[config.mk]
export PLATFORM = sky130hd
export DESIGN_NAME = clkdiv_scheduler
export DESIGN_NICKNAME = d
export VERILOG_FILES = /design/src/rtl/clkdiv_pkg.sv /design/src/rtl/clkdiv_counter.sv /design/src/rtl/clkdiv_scheduler.sv
export SDC_FILE = /design/constraint.sdc
export NUM_CORES = 1
export LEC_CHECK = 0
export ABC_AREA = 1
export CORE_UTILIZATION = 25
export DETAILED_ROUTE_END_ITERATION = 16
export GPL_ROUTABILITY_DRIVEN = 0
export PLACE_DENSITY = 0.41
export RECOVER_POWER = 100
export SYNTH_ARGS = -nofsm -noshare
export SYNTH_HDL_FRONTEND = slang
export SYNTH_SLANG_ARGS = --single-unit
export TNS_END_PERCENT = 10
[constraint.sdc]
create_clock -name clk_in -period 2.6 [get_ports clk_in]
set_input_delay 0.26 -clock clk_in [delete_from_list [all_inputs] [get_ports clk_in]]
set_output_delay 0.26 -clock clk_in [all_outputs]
set_load 0.05 [all_outputs]
[src/rtl/clkdiv_pkg.sv]
// Shared types and defaults for the clock-divider scheduler and its counter.
// Latency: n/a (declarations only).
// Backpressure: n/a.
package clkdiv_pkg;

  localparam int unsigned DIV_W_DEF       = 25;
  localparam int unsigned DEFAULT_DIV_DEF = 2499;
  localparam int unsigned TICK_CNT_W      = 16;

  typedef enum logic [1:0] {
    IDLE  = 2'd0,
    RUN   = 2'd1,
    DRAIN = 2'd2
  } state_e;

endpackage

[src/rtl/clkdiv_counter.sv]
// Loadable down-counter with a terminal (==0) flag; saturates at zero.
// Latency: load/decrement visible one clk_in cycle later; terminal_o is combinational from the count register.
// Backpressure: none; load_i takes priority over dec_i.
module clkdiv_counter
  import clkdiv_pkg::*;
#(
  parameter int unsigned W = DIV_W_DEF
) (
  input  logic         clk_in,
  input  logic         rst,
  input  logic         load_i,
  input  logic [W-1:0] load_val_i,
  input  logic         dec_i,
  output logic         terminal_o
);

  logic [W-1:0] cnt_q, cnt_d;

  // Next count: load wins, otherwise decrement but never wrap below zero.
  always_comb begin
    cnt_d = cnt_q;
    if (load_i) begin
      cnt_d = load_val_i;
    end else if (dec_i && (cnt_q != '0)) begin
      cnt_d = cnt_q - W'(1);
    end
  end

  // Count register with synchronous reset to zero.
  always_ff @(posedge clk_in) begin
    if (rst) begin
      cnt_q <= '0;
    end else begin
      cnt_q <= cnt_d;
    end
  end

  assign terminal_o = (cnt_q == '0);

endmodule

[src/rtl/clkdiv_scheduler.sv]
// Run/stop and glitch-free reconfiguration controller for the square-wave divider (optional CLKDIV_TICK_COUNT_EN adds tick_count).
// Latency: clk_out/tick registered; a pending divide value takes effect at the next 1->0 boundary (next cycle when idle).
// Backpressure: cfg_ready drops while one value is pending; the offer must be held until accepted.
module clkdiv_scheduler
  import clkdiv_pkg::*;
#(
  parameter int unsigned DIV_W       = DIV_W_DEF,
  parameter int unsigned DEFAULT_DIV = DEFAULT_DIV_DEF
) (
  input  logic             clk_in,
  input  logic             rst,
  input  logic             en,
  input  logic             cfg_valid,
  input  logic [DIV_W-1:0] cfg_div,
  output logic             cfg_ready,
  output logic             clk_out,
  output logic             tick,
  output logic             busy,
  output logic [DIV_W-1:0] active_div
`ifdef CLKDIV_TICK_COUNT_EN
  ,
  output logic [TICK_CNT_W-1:0] tick_count
`endif
);

  localparam logic [DIV_W-1:0] RST_DIV = DIV_W'(DEFAULT_DIV);

  state_e           state_q, state_d;
  logic             clk_out_q, clk_out_d;
  logic             tick_q, tick_d;
  logic [DIV_W-1:0] active_q, active_d;
  logic             pend_vld_q, pend_vld_d;
  logic [DIV_W-1:0] pend_div_q, pend_div_d;

  logic             cnt_load;
  logic [DIV_W-1:0] cnt_load_val;
  logic             cnt_dec;
  logic             cnt_term;
  logic             drain_stop;

`ifdef CLKDIV_TICK_COUNT_EN
  logic [TICK_CNT_W-1:0] tick_cnt_q, tick_cnt_d;
`endif

  clkdiv_counter #(
    .W (DIV_W)
  ) u_cnt (
    .clk_in     (clk_in),
    .rst        (rst),
    .load_i     (cnt_load),
    .load_val_i (cnt_load_val),
    .dec_i      (cnt_dec),
    .terminal_o (cnt_term)
  );

  // FSM next state, pending-slot handshake and counter control.
  // In DRAIN, a re-asserted en makes the cycle behave exactly like RUN,
  // so a terminal count in that cycle toggles normally instead of stopping.
  always_comb begin
    state_d      = state_q;
    clk_out_d    = clk_out_q;
    tick_d       = 1'b0;
    active_d     = active_q;
    pend_vld_d   = pend_vld_q;
    pend_div_d   = pend_div_q;
    cnt_load     = 1'b0;
    cnt_load_val = active_q;
    cnt_dec      = 1'b0;
    drain_stop   = 1'b0;

    if (cfg_valid && !pend_vld_q) begin
      pend_vld_d = 1'b1;
      pend_div_d = cfg_div;
    end

    case (state_q)
      IDLE: begin
        clk_out_d = 1'b0;
        if (pend_vld_q) begin
          active_d   = pend_div_q;
          pend_vld_d = 1'b0;
        end
        if (en) begin
          state_d      = RUN;
          cnt_load     = 1'b1;
          cnt_load_val = pend_vld_q ? pend_div_q : active_q;
        end
      end
      RUN, DRAIN: begin
        drain_stop = (state_q == DRAIN) && !en;
        state_d    = en ? RUN : DRAIN;
        if (!cnt_term) begin
          cnt_dec = 1'b1;
        end else if (!clk_out_q) begin
          if (drain_stop) begin
            state_d = IDLE;
          end else begin
            clk_out_d = 1'b1;
            tick_d    = 1'b1;
            cnt_load  = 1'b1;
          end
        end else begin
          // Falling edge closes a full period: the only safe point to swap.
          clk_out_d = 1'b0;
          cnt_load  = 1'b1;
          if (pend_vld_q) begin
            active_d     = pend_div_q;
            cnt_load_val = pend_div_q;
            pend_vld_d   = 1'b0;
          end
          if (drain_stop) begin
            state_d = IDLE;
          end
        end
      end
      default: begin
        state_d   = IDLE;
        clk_out_d = 1'b0;
      end
    endcase
  end

`ifdef CLKDIV_TICK_COUNT_EN
  // Rising-edge counter; wraps naturally and only moves when a tick fires.
  always_comb begin
    tick_cnt_d = tick_cnt_q;
    if (tick_d) begin
      tick_cnt_d = tick_cnt_q + TICK_CNT_W'(1);
    end
  end

  // Tick counter register.
  always_ff @(posedge clk_in) begin
    if (rst) begin
      tick_cnt_q <= '0;
    end else begin
      tick_cnt_q <= tick_cnt_d;
    end
  end

  assign tick_count = tick_cnt_q;
`endif

  // State, output and configuration registers; reset aborts any run at once.
  always_ff @(posedge clk_in) begin
    if (rst) begin
      state_q    <= IDLE;
      clk_out_q  <= 1'b0;
      tick_q     <= 1'b0;
      active_q   <= RST_DIV;
      pend_vld_q <= 1'b0;
      pend_div_q <= '0;
    end else begin
      state_q    <= state_d;
      clk_out_q  <= clk_out_d;
      tick_q     <= tick_d;
      active_q   <= active_d;
      pend_vld_q <= pend_vld_d;
      pend_div_q <= pend_div_d;
    end
  end

  assign cfg_ready  = !pend_vld_q;
  assign clk_out    = clk_out_q;
  assign tick       = tick_q;
  assign busy       = (state_q != IDLE);
  assign active_div = active_q;

endmodule

After elaboration in Yosys (flattened, before gate mapping)

Cells that the tools add are included.

Reduce and logical (&&, ||, !) cells: 14
Bitwise operators: 2
Equal/unequal tests: 3
Divide/modulo/power cells: 0
Multiply operators: 0
Magnitude comparators: 0
Add/sub/neg operators: 1
Shifts and indexed selects: 0
Multiplexer cells: 26

Operators with widths:

| cell                                                                  | number |
|---|---|
| 25-bit 2-to-1 mux                                                     | 6 |
| 25-bit one-hot mux with 2 select lines                                | 2 |
| 25-bit zero test                                                      | 1 |
| 25-bit nonzero test                                                   | 1 |
| 25-bit by 1-bit subtractor with 25-bit output (second input constant) | 1 |
| 1-bit 2-to-1 mux                                                      | 11 |
| 2-bit 2-to-1 mux                                                      | 4 |
| 2-bit nonzero test                                                    | 3 |
| 1-bit one-hot mux with 2 select lines                                 | 2 |
| 2-bit one-hot mux with 2 select lines                                 | 1 |
| 2-bit OR reduction                                                    | 2 |
| 1-bit logical AND                                                     | 3 |
| 3-bit OR reduction                                                    | 1 |
| 2-bit by 1-bit == test with 1-bit output (second input constant)      | 1 |
| 2-bit == test (second input constant)                                 | 1 |
| 1-bit zero test                                                       | 2 |
| 2-bit zero test                                                       | 1 |
| 2-bit != test (second input constant)                                 | 1 |
| 1-bit NOT                                                             | 2 |

Bits in read-only memories: 0
Output and inout port bits: 29
Bits in registers: 80
Bits of input ports: 29
Bits in writable memories: 0
Bits in latches: 0
Logic and storage cells: 53
Memories: 0

Depth between registers and ports, before layout

Gate-level depths: netlist (run 1).

Depth in word-level cells: 7
Gate-level depth with buffers: 17
Mapped depth without buffers: 15

Hierarchy

A second synthesis (run 1) with hierarchy kept.

Cells, all modules: 938
Area, all modules: 5664.2 um^2

Modules (own cells, without submodules):

| module           | cells each | area each (um^2) | instances |
|---|---|---|---|
| clkdiv_scheduler | 602        | 3648.5           | 1 |
| clkdiv_counter   | 336        | 2015.7           | 1 |

Worst setup path after synthesis (run 1)

No wires, ideal clock.

Path type: register to register
From: register state_q[0]
To: register u_cnt.cnt_q[1]
Data arrival time: 1852 ps
Required time: 2481 ps
Path slack: 630 ps
Stages on the path, launching flop included: 12
Setup time: 119 ps
Period minus slack after synthesis: 1970 ps
Path buffers: 1
Path through: dfxtp_1 inv_1 ha_1 inv_1 nor2_1 clkbuf_1 nand2_1 o21ai_0 nor2_1 nor2_2 a21oi_1 nor2_2

Longest elaborated chain between the ends: 7
Elaborated cells on any way between the ends: 14
Those cells by class: eq/ne: 2; mux: 7; reduce/logical: 5

RTL lines:

| element                                                 | RTL line                                       | RTL |
|---|---|---|
| from (decl)                                             | clkdiv_scheduler.sv:28                         | `state_e state_q, state_d;` |
| from (signal assigned)                                  | clkdiv_scheduler.sv:154                        | `state_q <= state_d;` |
| 2-bit == test                                           | clkdiv_scheduler.sv:76, clkdiv_scheduler.sv:90 |  |
| 1-bit logical AND                                       | clkdiv_scheduler.sv:90                         | `drain_stop = (state_q == DRAIN) && !en;` |
| 1-bit 2-to-1 mux                                        | clkdiv_scheduler.sv:95                         | `if (drain_stop) begin` |
| 1-bit 2-to-1 mux                                        | clkdiv_scheduler.sv:94                         | `end else if (!clk_out_q) begin` |
| 1-bit 2-to-1 mux                                        | clkdiv_scheduler.sv:92                         | `if (!cnt_term) begin` |
| 1-bit one-hot mux with 2 select lines                   | clkdiv_scheduler.sv:76                         | `case (state_q)` |
| 25-bit 2-to-1 mux or 2-bit nonzero test (tied branches) | n/a                                            |  |
| to (signal assigned)                                    | clkdiv_counter.sv:34                           | `cnt_q <= cnt_d;` |
| to (decl)                                               | clkdiv_counter.sv:17                           | `logic [W-1:0] cnt_q, cnt_d;` |

Parallel ways exist; a longest one is shown, timed or not.
A chain may end at the register's enable or synchronous reset.

Worst setup path after layout (run 1)

From: register state_q[0]
To: output busy

Longest elaborated chain between the ends: 1

RTL lines:

| element            | RTL line                | RTL |
|---|---|---|
| 2-bit nonzero test | clkdiv_scheduler.sv:166 | `assign busy = (state_q != IDLE);` |
| to (decl)          | clkdiv_scheduler.sv:18  | `output logic busy,` |

No other way between the ends.

==> out/qor.txt, run 1 <==
Status - finished clean
Final cycle utilization of the critical path - 91.91%
GRT Total Usage - 17.02%
Critical setup path kind - flop to primary output
Commonest non-fill, non-tap cells in the layout - nand2_1, o21ai_0, inv_1
Min Tclk post-route - 2390 ps
Initial antenna violation count - 0
Drt wl/cell - 15.50 um
CP startpoint kind - flop
PD cells - 658.9 nW/um^2
Die area - 22,130 um^2
Fmax - 0.4185 GHz
CTS clk-pin slew, worst paths - 70 ps
DRC - 0
HP Class - flop to flop
Post-DP HPWL - 12.96 mm
Initial Utilization - 25.53%
Sw power - 1.584 mW
R2R setup slack - 280 ps
Clk_lat worst skew - 350 ps
Layout Nets - 936
Crit end category - primary output
Number of synthesized register bits - 80
Netlist cell types - 44
Worst Path Arrival - 2130 ps
Grt ovf - 0
Layout cell share with drive strength beyond 1 - 9.382%
Mapped Cells - 857
Final Skew - 7.766 ps
Endpoints failing setup - 0
Post-cts resize count - 0
Initial DRC count - 324
Comb pwr share - 31.4%
Post-Syn Area - 5384 um^2
Wirelength, routed - 18.31 mm
Commonest non-fill, non-tap cell in the layout - nand2_1
Rows - 53
Static leakage - 3.058 nW
Worst slew pin tran - 704.0 ps
Sequential share of power - 34.2%
Setup bufs post-CTS - 0
Cts hold-fix bufs - 0
Vias in the first global route - 5,105
Die width - 148.8 um
Setup_tns - 0 ps
Synth Net Count - 891
TritonCTS Buffers - 9
Max-Cap Viols - 0
Vias after detailed routing - 5,558
WHS - 455.6 ps
Critical path fanouts, max - 4
Chip Height - 148.8 um
Final hold violation count - 0
Req. time, crit path - 2340 ps
Vias/cell - 4.706
RSZ-0062 raised after global routing - no
CP max stage delay - 920 ps
Slew Limit Fails - 0
Sequential element share of the synthesized area - 29.75%
Syn_area_per_cell - 6.282 um^2
Clock Root Buffer - clkbuf_16
Sw frac - 36.55%
Diodes inserted - 0
Num ports - 58
Maximum vdd ir drop - 0.3370 mV
Int Power - 2.749 mW
Fillers - 2,406
Post-place setup slack - 345.9 ps
First-pass GRT wire length - 28.90 mm
Setup ws final - 210.4 ps
Synth Warn # - 0
Port Buf Inserts - 57
Crit path cell chain - inv_1 -> ha_1 -> inv_1 -> dlygate4sd3_1
Most used cell, CP - inv_1
Max stage delay cell, worst path - dlygate4sd3_1
Pin count of the biggest net entering global routing - 54
CTS tree - done
Clock Tree Buf Depth - 2
H-tree Lvls - 3
Max-slew headroom - 53.06%
Routed Antenna Nets - 0
Pre-antenna DRT Iters - 5
CTS sink cnt - 80
Clock power share - 34.4%
Core area - 21,090 um^2
Overall power - 4.333 mW
Area growth syn-to-layout - 22.15%
[metal layers]
metal / routed length [um] / vias to the layer above / GRT usage, %
met5: 0 / - / 0
met4: 214 / 0 / 4.184
met3: 702 / 15 / 2.875
met2: 8014 / 126 / 26.26
met1: 9373 / 2526 / 24.40
li1: - / 2891 / -
[per-stage QoR]
step / cell area [um^2] / std cells / utilization [%]
floorplan: 5384 / 857 / -
global placement: 6270 / 1166 / 29.73
detailed placement: 6270 / 1166 / 29.73
CTS: 6604 / 1181 / 31.32
global route: 6576 / 1181 / 31.19
finish: 6576 / 1181 / 31.19
[area by class of cell]
class | instances | area (um^2) | area share (%)
Multi-Input combinational cell | 625 | 3146 | 47.83
Sequential cell | 80 | 1602 | 24.35
Timing Repair Buffer | 84 | 768.2 | 11.68
Inverter | 102 | 382.9 | 5.822
Tap cell | 275 | 344.1 | 5.232
Clock buffer | 9 | 225.2 | 3.425
Clock inverter | 6 | 108.9 | 1.655
[power groups by stage]
stage          Combinational [mW]  Sequential, mW  Clock (mW)
2_1_floorplan               0.864            1.61           0
3_3_place_gp                 1.40            1.52           0
3_5_place_dp                 1.39            1.51           0
4_1_cts                      1.40            1.48        1.53
5_1_grt                      1.53            1.50        1.58
6_report                     1.36            1.48        1.49
[worst max-delay path: cells and delay by family (launching register included)]
kind	cells	cell delay [ps]
buf+inv	3	1200
flops	1	350
fa+ha+maj	1	230
[synth_stat cells (all sizes together)]
cell type | instances | area share (%)
a21oi | 41 | 4.7
a22oi | 13 | 1.8
a31o | 1 | 0.16
and3 | 1 | 0.12
buf | 17 | 2.2
clkbuf | 33 | 2.3
clkinv | 1 | 0.070
dfxtp | 80 | 30
ha | 5 | 1.2
inv | 101 | 7.0
nand2 | 201 | 14
nand3 | 79 | 7.8
nand3b | 2 | 0.35
nand4 | 3 | 0.35
nor2 | 107 | 8.6
nor3 | 7 | 0.74
nor3b | 1 | 0.14
nor4 | 1 | 0.12
o211ai | 11 | 1.5
o21a | 5 | 0.70
o21ai | 109 | 10
o221ai | 11 | 1.8
o22ai | 9 | 1.0
o31ai | 1 | 0.14
or2 | 5 | 0.58
xnor2 | 2 | 0.33
xor2 | 10 | 1.6
[cells by family (layout without fill, tap and decap cells)]
kind of cell | count (synthesis) | in the layout | synth area share, %
simple gates | 407 | 407 | 33.19
flops | 80 | 80 | 29.75
buf+inv | 152 | 201 | 11.64
fa+ha+maj | 5 | 5 | 1.162
compound gates | 201 | 201 | 22.31
xor+xnor | 12 | 12 | 1.952
[final timing paths]
kind	start	endpoint	cells after the start
max	state_q[0]	busy	4
min	pend_div_q[23]	pend_div_q[23]	2
max reg2reg	state_q[0]	u_cnt.cnt_q[10]	9
min reg2reg	pend_div_q[23]	pend_div_q[23]	2
[registers in the layout, summed over array words and instances (netlist names)]
| name | flops |
|---|---|
| u_cnt.cnt_q | 25 |
| tick | 1 |
| pend_vld_q | 1 |
| active_div | 25 |
| state_q | 2 |
| pend_div_q | 25 |
| clk_out | 1 |
Note: power is estimated with default switching activity, not from simulation.
==> run 2, diff against run 1 <==
Settings changed: ABC_CLOCK_PERIOD_IN_PS set to 2600.
==> results of run 2 <==
Same layout as run 1: the final DEF is identical, and so are final timing and power.
==> run 3, diff against run 2 <==
Settings changed: ABC_CLOCK_PERIOD_IN_PS 2600 to 2300, CORE_MARGIN set to 3.
Clock period 2.6 ns to 2.3 ns, I/O delays scaled along.
==> out/qor.txt, run 3 (same netlist as run 1, synthesis figures left out) <==
Req. time, crit path - 2530 ps (+190 ps)
Initial antenna violation count - 0 (unchanged)
Post-DP HPWL - 13.30 mm (+2.7%)
Status - finished clean
Vias/cell - 4.698 (-0.17%)
Initial DRC count - 438 (+35%)
Hold-critical path depth - 3 (+1)
Initial Utilization - 25.53% (unchanged)
Min Tclk post-route - 2168 ps
Commonest non-fill, non-tap cells in the layout - nand2_1, o21ai_0, inv_1
Diodes inserted - 0 (unchanged)
Layout Nets - 947 (+1.2%)
Critical setup path kind - flop to flop
Fillers - 2,388 (-0.75%)
Static leakage - 3.096 nW (+1.3%)
Pin count of the biggest net entering global routing - 37 (-31%)
Int Power - 3.031 mW (+10%)
Max-Cap Viols - 0 (unchanged)
Crit end category - flop
CTS sink cnt - 80 (unchanged)
Critical path fanouts, max - 12 (+8)
Num ports - 58 (unchanged)
Fmax - 0.4612 GHz
Wirelength, routed - 18.43 mm (+0.67%)
Die area - 23,330 um^2 (+5.5%)
Core area - 21,090 um^2 (unchanged)
Final Skew - 10.68 ps (+2.915 ps)
PD cells - 728.2 nW/um^2 (+11%)
First-pass GRT wire length - 29.97 mm (+3.7%)
Maximum vdd ir drop - 0.3285 mV (-2.5%)
Post-place setup slack - 157.7 ps (-188.2 ps)
Port Buf Inserts - 57 (unchanged)
Vias after detailed routing - 5,605 (+0.85%)
Setup ws final - 131.5 ps (-78.93 ps)
Worst Path Arrival - 2400 ps (+270 ps)
Layout cell share with drive strength beyond 1 - 10.78% (+1.4 points)
Commonest non-fill, non-tap cell in the layout - nand2_1
Grt ovf - 0 (unchanged)
Clock Tree Buf Depth - 2 (unchanged)
Final cycle utilization of the critical path - 94.28%
Vias in the first global route - 5,434 (+6.4%)
Final hold violation count - 0 (unchanged)
Pre-antenna DRT Iters - 4 (-1)
Slew Limit Fails - 0 (unchanged)
Clock Root Buffer - clkbuf_16
R2R setup slack - 130 ps (-150 ps)
Chip Height - 152.8 um (+2.7%)
Max-slew headroom - 58.30% (+5.2 points)
Setup bufs post-CTS - 0 (unchanged)
HP Class - primary input to flop
RSZ-0062 raised after global routing - yes
Worst Reg2Reg Path Length in Cells - 14 (+5)
Post-cts resize count - 0 (unchanged)
Sequential share of power - 34.5% (+0.3 points)
Comb pwr share - 32.3% (+0.9 points)
Die width - 152.8 um (+2.7%)
Rows - 53 (unchanged)
H-tree Lvls - 3 (unchanged)
Non-Filler Instances - 1,193 (+1.0%)
Drt wl/cell - 15.45 um (-0.35%)
Placed Cells - 1,177 (+0.94%)
Clk_lat worst skew - 350 ps (about the same)
DRC - 0 (unchanged)
CTS tree - done
Endpoints failing setup - 0 (unchanged)
Overall power - 4.851 mW (+12%)
Routed Antenna Nets - 0 (unchanged)
Sw frac - 37.51% (+0.97 points)
Area growth syn-to-layout - 23.73%
GRT Total Usage - 15.83% (-1.2 points)
TritonCTS Buffers - 9 (unchanged)
Worst slew pin tran - 625.4 ps (-78.58 ps)
CP startpoint kind - flop
CTS clk-pin slew, worst paths - 70 ps (about the same)
Clock power share - 33.1% (-1.3 points)
Sw power - 1.820 mW (+15%)
Cts hold-fix bufs - 0 (unchanged)
-- run 3: cell count changes in the layout (fill, tap and decap cells not counted), moves of 2 or more --
| cell | delta |
|---|---|
| buf_4 | +9 |
| clkbuf_1 | +2 |
| clkinv_2 | -2 |
| clkinvlp_4 | +2 |
-- run 3: worst max-delay path: stages (launching register included) --
cell and delay [ps]:
dfxtp_1 300, inv_1 120, ha_1 160, inv_1 30, nor2_1 70, nand2_1 60, nor2_2 120, nand3_2 190
buf_4 260, nand3_1 80, nand2_1 70, nor2_1 280, nand2_1 150, nand2_1 100, a21oi_2 50
-- run 3: worst paths after layout --
kind                                      from              end
worst min-delay path               cfg_div[14]   pend_div_q[14]
worst max register to register  u_cnt.cnt_q[0]  u_cnt.cnt_q[18]
worst min register to register  pend_div_q[24]   pend_div_q[24]
worst max-delay path            u_cnt.cnt_q[0]  u_cnt.cnt_q[18]
-- run 3: final cells by class --
| type | instances | area [um^2] | area share, % |
|---|---|---|---|
| multi-input cells | 625 | 3151 | 47.30 |
| well taps | 275 | 344.1 | 5.165 |
| clock buffers | 10 | 229.0 | 3.437 |
| repair buffers | 95 | 860.8 | 12.92 |
| inverters | 102 | 382.9 | 5.748 |
| clock inverters | 6 | 92.59 | 1.390 |
| flip-flops and latches | 80 | 1602 | 24.04 |
-- run 3: layer usage --
layer	vias to the layer above	wire [um]	GRT usage [%]
met1	2564	9539	22.85
met3	10	610	2.613
met2	106	8151	25.06
li1	2925	-	-
met5	-	0	0
met4	0	125	3.055
-- run 3: stage by stage --
stage	setup TNS, ps	utilization, %	hold WS, ps	area, um^2
after global placement	0	30.18	447.8	6365
after CTS	0	31.71	450.7	6686
after global routing	-14.18	31.59	471.8	6661
after detailed placement	0	30.18	455.7	6365
final	0	31.59	459.4	6661
after floorplan	0	-	364.9	5384
-- run 3: power groups by stage --
stage                     Sequential [mW]  Clock [mW]  Combinational (mW)
final                                1.67        1.61                1.57
after CTS                            1.68        1.67                1.61
after detailed placement             1.71           0                1.60
after floorplan                      1.82           0               0.976
after global placement               1.71           0                1.61
after global routing                 1.70        1.72                1.77
==> RTL edit 1: new RTL, settings of run 1 <==
Re-encode `state_e` (3 states) as one-hot, 3 bits wide.
--- a/src/rtl/clkdiv_pkg.sv
+++ b/src/rtl/clkdiv_pkg.sv
@@ -8,8 +8,8 @@
   localparam int unsigned TICK_CNT_W      = 16;
 
-  typedef enum logic [1:0] {
-    IDLE  = 2'd0,
-    RUN   = 2'd1,
-    DRAIN = 2'd2
+  typedef enum logic [2:0] {
+    IDLE  = 3'b001,
+    RUN   = 3'b010,
+    DRAIN = 3'b100
   } state_e;
 
Formal check against the unedited RTL: same outputs for any inputs over 10 cycles, from zero or initial values and one cycle with rst high; not proved beyond that.
==> RTL edit 1 against run 1 <==
- sequential power is 5% higher
- wire length is 7.2% higher
- sequential cell count is 1 higher
- final area is 1.0% higher
- count of clock-buffer cells in the layout is 1 higher
- power is 10% higher
- die area is 1.1% higher
- worst setup slack better by 0.12 ns
- fmax is 5.2% higher
- first-iteration DRC count is 26% higher
- synthesized area is 1.1% higher
- final cell count is 3.3% higher
- clock power is 5% lower
- critical path type is now flip-flop to flip-flop
- highest routed layer unchanged
==> RTL edit 1: results (changes against run 1) <==
- Result of the run: completed
- Mux contribution to synthesized area: 0% (unchanged)
- Pin count of the biggest net entering global routing: 44 (-19%)
- Share of layout cells above drive strength 1: 7.83% (-1.6 points)
- Cell class contributing the biggest share of worst-path delay: simple AND/OR/NAND/NOR gates
- Switching part of the total power: 40.6% (+4.1 points)
- Gate Count Post-Synth: 892 (+4.1%)
- Master of the slowest instance on the critical path: sky130_fd_sc_hd__nand2_4
- Number of warnings printed during yosys synthesis: 0 (unchanged)
- Vias/cell: 4.81 (+2.2%)
- Maximum buffer depth of the clock tree: 2 (unchanged)
- Adder and majority cell fraction of the synthesized area: 0.460% (-0.70 points)
- CTS buffer count: 9 (unchanged)
- Transition time at the pin with the least slew margin: 0.873 ns (+0.169 ns)
- Count of non-filler cells in the finished layout: 1220 (+3.3%)
- First-pass GRT wire length: 31500 um (+9.0%)
- Number of nets in the final layout: 971 (+3.7%)
- Sequential-to-total area share from yosys stat: 29.8% (+0.040 points)
- Post-synthesis net count: 923 (+3.6%)
- Dominant cells by area after synthesis: sky130_fd_sc_hd__dfxtp_1 30%, sky130_fd_sc_hd__nand2_1 15%, sky130_fd_sc_hd__o21ai_0 9.1%, sky130_fd_sc_hd__inv_1 8.1%, sky130_fd_sc_hd__nor2_1 6.6%
- Global-route track usage on met1: 25.5% (+1.1 points)
- Fraction of met3 tracks used by global routing: 2.99% (+0.11 points)
- Cell area after placement: 6380 um2 (+1.8%)
- Xor-xnor portion of the synthesized cell area: 2.09% (+0.14 points)
- Setup repair bufs after CTS: 0 (unchanged)
- Final wirelength: 19600 um (+7.2%)
- Most used standard cells in the synthesized netlist: 218 x sky130_fd_sc_hd__nand2_1, 117 x sky130_fd_sc_hd__inv_1, 99 x sky130_fd_sc_hd__o21ai_0, 96 x sky130_fd_sc_hd__nor2_1, 81 x sky130_fd_sc_hd__dfxtp_1
- Maximum fanout encountered on the critical timing path: 28 (+24)
- Compound-gate portion of the synthesized area: 20.1% (-2.2 points)
- Worst IR Drop VDD: 0.385 mV (+14%)
- Post-DP HPWL: 14400 um (+11%)
- Met2 global-route usage: 29.2% (+2.9 points)
- Post-synthesis cell type count: 40 (-9.1%)
- Vias in the first global route: 5603 (+9.8%)
- 1st-iter DRT viols: 407 (+26%)
- Static Leakage: 0.00328 uW (+7.1%)
- Global-route usage over all layers: 18.3% (+1.3 points)
- Longest individual stage delay on the worst path: 0.33 ns (-0.59 ns)
- Post-placement setup slack: 0.160 ns (-0.186 ns)
- Layout Skew: 0.0122 ns (+0.00447 ns)
[RTL edit 1: cell types whose count changed after synthesis, moves of 5 or more]
cell / delta
sky130_fd_sc_hd__nand2_2: -5
sky130_fd_sc_hd__nand2_1: +24
sky130_fd_sc_hd__inv_1: +19
sky130_fd_sc_hd__o21ai_0: -5
sky130_fd_sc_hd__nand4_1: +23
sky130_fd_sc_hd__o22ai_1: +8
sky130_fd_sc_hd__nand3_1: -9
sky130_fd_sc_hd__o21a_1: -5
[RTL edit 1: cell type report]
type | count | area (um2)
repair buffers | 85 | 782
clock buffers | 10 | 229
flip-flops and latches | 81 | 1620
clock inverters | 6 | 92.6
well taps | 275 | 344
inverters | 127 | 484
fillers | 2374 | 14500
multi-input cells | 636 | 3090
[RTL edit 1: per-layer routing]
layer / share of wire [%] / up-vias / wire length [um]
li1: - / 3005 / -
met1: 50 / 2684 / 9730
met2: 45 / 159 / 8790
met3: 4.5 / 19 / 890
met4: 1.1 / 0 / 216
met5: 0 / - / 0
[RTL edit 1: power groups by stage]
stage,registers [uW],clock network [uW],logic [uW]
3_3_place_gp,1600,0,1860
6_report,1560,1410,1800
3_5_place_dp,1590,0,1850
2_1_floorplan,1740,0,1110
5_1_grt,1590,1500,2020
4_1_cts,1570,1450,1860
[RTL edit 1: final timing paths]
| kind | cells after the start | startpoint | end | slack, ns |
|---|---|---|---|---|
| max | 12 | u_cnt.cnt_q[0] | u_cnt.cnt_q[19] | 0.33 |
| min | 2 | pend_div_q[1] | pend_div_q[1] | 0.48 |
| max reg2reg | 12 | u_cnt.cnt_q[0] | u_cnt.cnt_q[19] | 0.33 |
| min reg2reg | 2 | pend_div_q[1] | pend_div_q[1] | 0.48 |
==> RTL edit 2: new RTL, config.mk and constraints of run 1 <==
Without the edit above. Set the package constant `DIV_W_DEF` to 17 (it was 25).
--- a/src/rtl/clkdiv_pkg.sv
+++ b/src/rtl/clkdiv_pkg.sv
@@ -4,5 +4,5 @@
 package clkdiv_pkg;
 
-  localparam int unsigned DIV_W_DEF       = 25;
+  localparam int unsigned DIV_W_DEF       = 17;
   localparam int unsigned DEFAULT_DIV_DEF = 2499;
   localparam int unsigned TICK_CNT_W      = 16;
Ports: changed (resized active_div and cfg_div); port bits go from 58 to 42. The function was not compared with the original's and may differ.
==> RTL edit 2 against run 1 <==
- worst setup slack improved by 0.094 ns
- sequential share of layout area increased by 0.40 points
- fmax rose by 4.1%
- hold slack better by 0.032 ns
- wire length is 32% lower
- die area fell by 29%
- synthesized cell count fell by 29%
- largest power group is now combinational logic
- synthesized area down 29%
- power is 33% lower
- sequential cell count down 24
- final area decreased by 31%
- global-route usage fell by 0.63 points
==> RTL edit 2: results (changes against run 1) <==
- Cell depth of the worst min-delay path: 2 (unchanged)
- Result of the run: completed
- Static Leakage: 0.00215 uW (-30%)
- Total internal power: 1720 uW (-37%)
- Fraction of synthesis flops using an asynchronous set or reset pin: 0% (unchanged)
- CTS HTree Levels: 2 (-1)
- Maximum buffer depth of the clock tree: 2 (unchanged)
- Clock Latency Late Sink: 0.32 ns (-0.03 ns)
- Cell depth of the worst flop-to-flop path: 12 (+3)
- Final number of setup-violating endpoints: 0 (unchanged)
- Time the worst path needs with I/O delays and setup: 2.30 ns (-0.0943 ns)
- Layout Skew: 0.00973 ns (+0.00197 ns)
- Worst IR Drop VDD: 0.214 mV (-36%)
- CTS buffer count: 5 (-4)
- Final wirelength: 12500 um (-32%)
- Number of gates given a new drive strength after cts: 0 (unchanged)
- Transition time at the pin with the least slew margin: 0.622 ns (-0.0823 ns)
- Post-synthesis cell type count: 36 (-18%)
- Port buffer count: 41 (-28%)
- Number of nets in the final layout: 663 (-29%)
- Longest individual stage delay on the worst path: 0.89 ns (-0.03 ns)
- Crit path DAT: 2.04 ns (-0.09 ns)
- Clock slew at the register clock pins of the worst setup and hold paths: 0.08 ns
- Main synth FF type: sky130_fd_sc_hd__dfxtp_1
- Share of layout cells above drive strength 1: 6.28% (-3.1 points)
- Sequential cell fraction of total power: 36.5% (+2.3 points)
- Vias in the first global route: 3710 (-27%)
- Number of warnings printed during yosys synthesis: 0 (unchanged)
- Post-DP HPWL: 9010 um (-30%)
- Post-synthesis net count: 632 (-29%)
- Via count of the routed design: 3960 (-29%)
- Antenna cell count: 0 (unchanged)
- Hold WC Path Type: flip-flop to flip-flop
- First-pass GRT wire length: 20100 um (-30%)
- Power in the clock group: 752 uW (-50%)
- Most used standard cells in the synthesized netlist: 127 x sky130_fd_sc_hd__nand2_1, 77 x sky130_fd_sc_hd__inv_1, 77 x sky130_fd_sc_hd__nor2_1, 69 x sky130_fd_sc_hd__o21ai_0, 56 x sky130_fd_sc_hd__dfxtp_1
- 1st-iter DRT viols: 282 (-13%)
- Global-route usage over all layers: 16.4% (-0.63 points)
- Master of the slowest instance on the critical path: sky130_fd_sc_hd__dlygate4sd3_1
- Cell class contributing the biggest share of worst-path delay: buffers and inverters
- Number of search-and-repair iterations in the first detailed-routing pass: 7 (+2)
- Dominant cells by area after synthesis: sky130_fd_sc_hd__dfxtp_1 30%, sky130_fd_sc_hd__nand2_1 13%, sky130_fd_sc_hd__o21ai_0 9.1%, sky130_fd_sc_hd__inv_1 7.6%, sky130_fd_sc_hd__nor2_1 7.6%
- Pin count of the biggest net entering global routing: 45 (-17%)
- Sequential-to-total area share from yosys stat: 29.5% (-0.21 points)
- Setup repair bufs after CTS: 0 (unchanged)
- Number of antenna violations at the first check in global routing: 0 (unchanged)
RTL edit 2: path summary, 6_finish.rpt:
path	slack [ns]	end	startpoint
worst max-delay path	0.30	busy	state_q[0]
worst min-delay path	0.49	pend_div_q[8]	pend_div_q[8]
worst max register to register	0.35	u_cnt.cnt_q[6]	u_cnt.cnt_q[10]
worst min register to register	0.49	pend_div_q[8]	pend_div_q[8]
RTL edit 2: logic make-up after synthesis:
family          Yosys count  synth area share (%)
flops                    56                  29.5
xor+xnor                  9                  2.08
simple gates            292                  34.0
buf+inv                 112                  12.4
fa+ha+maj                 5                  1.65
compound gates          132                  20.3
RTL edit 2: layout make-up:
| cell class | instances | area [um2] |
|---|---|---|
| timing repair buffer | 58 | 529 |
| inverter | 78 | 293 |
| fill | 1634 | 10200 |
| multi-input combinational | 438 | 2200 |
| clock buffer | 7 | 153 |
| tap | 184 | 230 |
| sequential | 56 | 1120 |
RTL edit 2: per-layer routing:
| metal | vias up | GRT usage [%] | routed length [um] |
|---|---|---|---|
| met5 | - | 0 | 0 |
| met4 | 0 | 5.88 | 253 |
| met3 | 14 | 3.04 | 508 |
| met2 | 109 | 26.4 | 5720 |
| met1 | 1792 | 21.8 | 6030 |
| li1 | 2045 | - | - |
RTL edit 2: per-stage QoR:
stage          power, uW  util (%)  instances  setup slack (ns)  cell area (um2)
4_1_cts             2940      30.9        821             0.295             4540
3_3_place_gp        2170      29.8        814             0.289             4390
5_1_grt             3090      30.8        821             0.160             4530
3_5_place_dp        2170      29.8        814             0.301             4390
2_1_floorplan       1840         -        606             0.668             3800
6_report            2890      30.8        821             0.305             4530
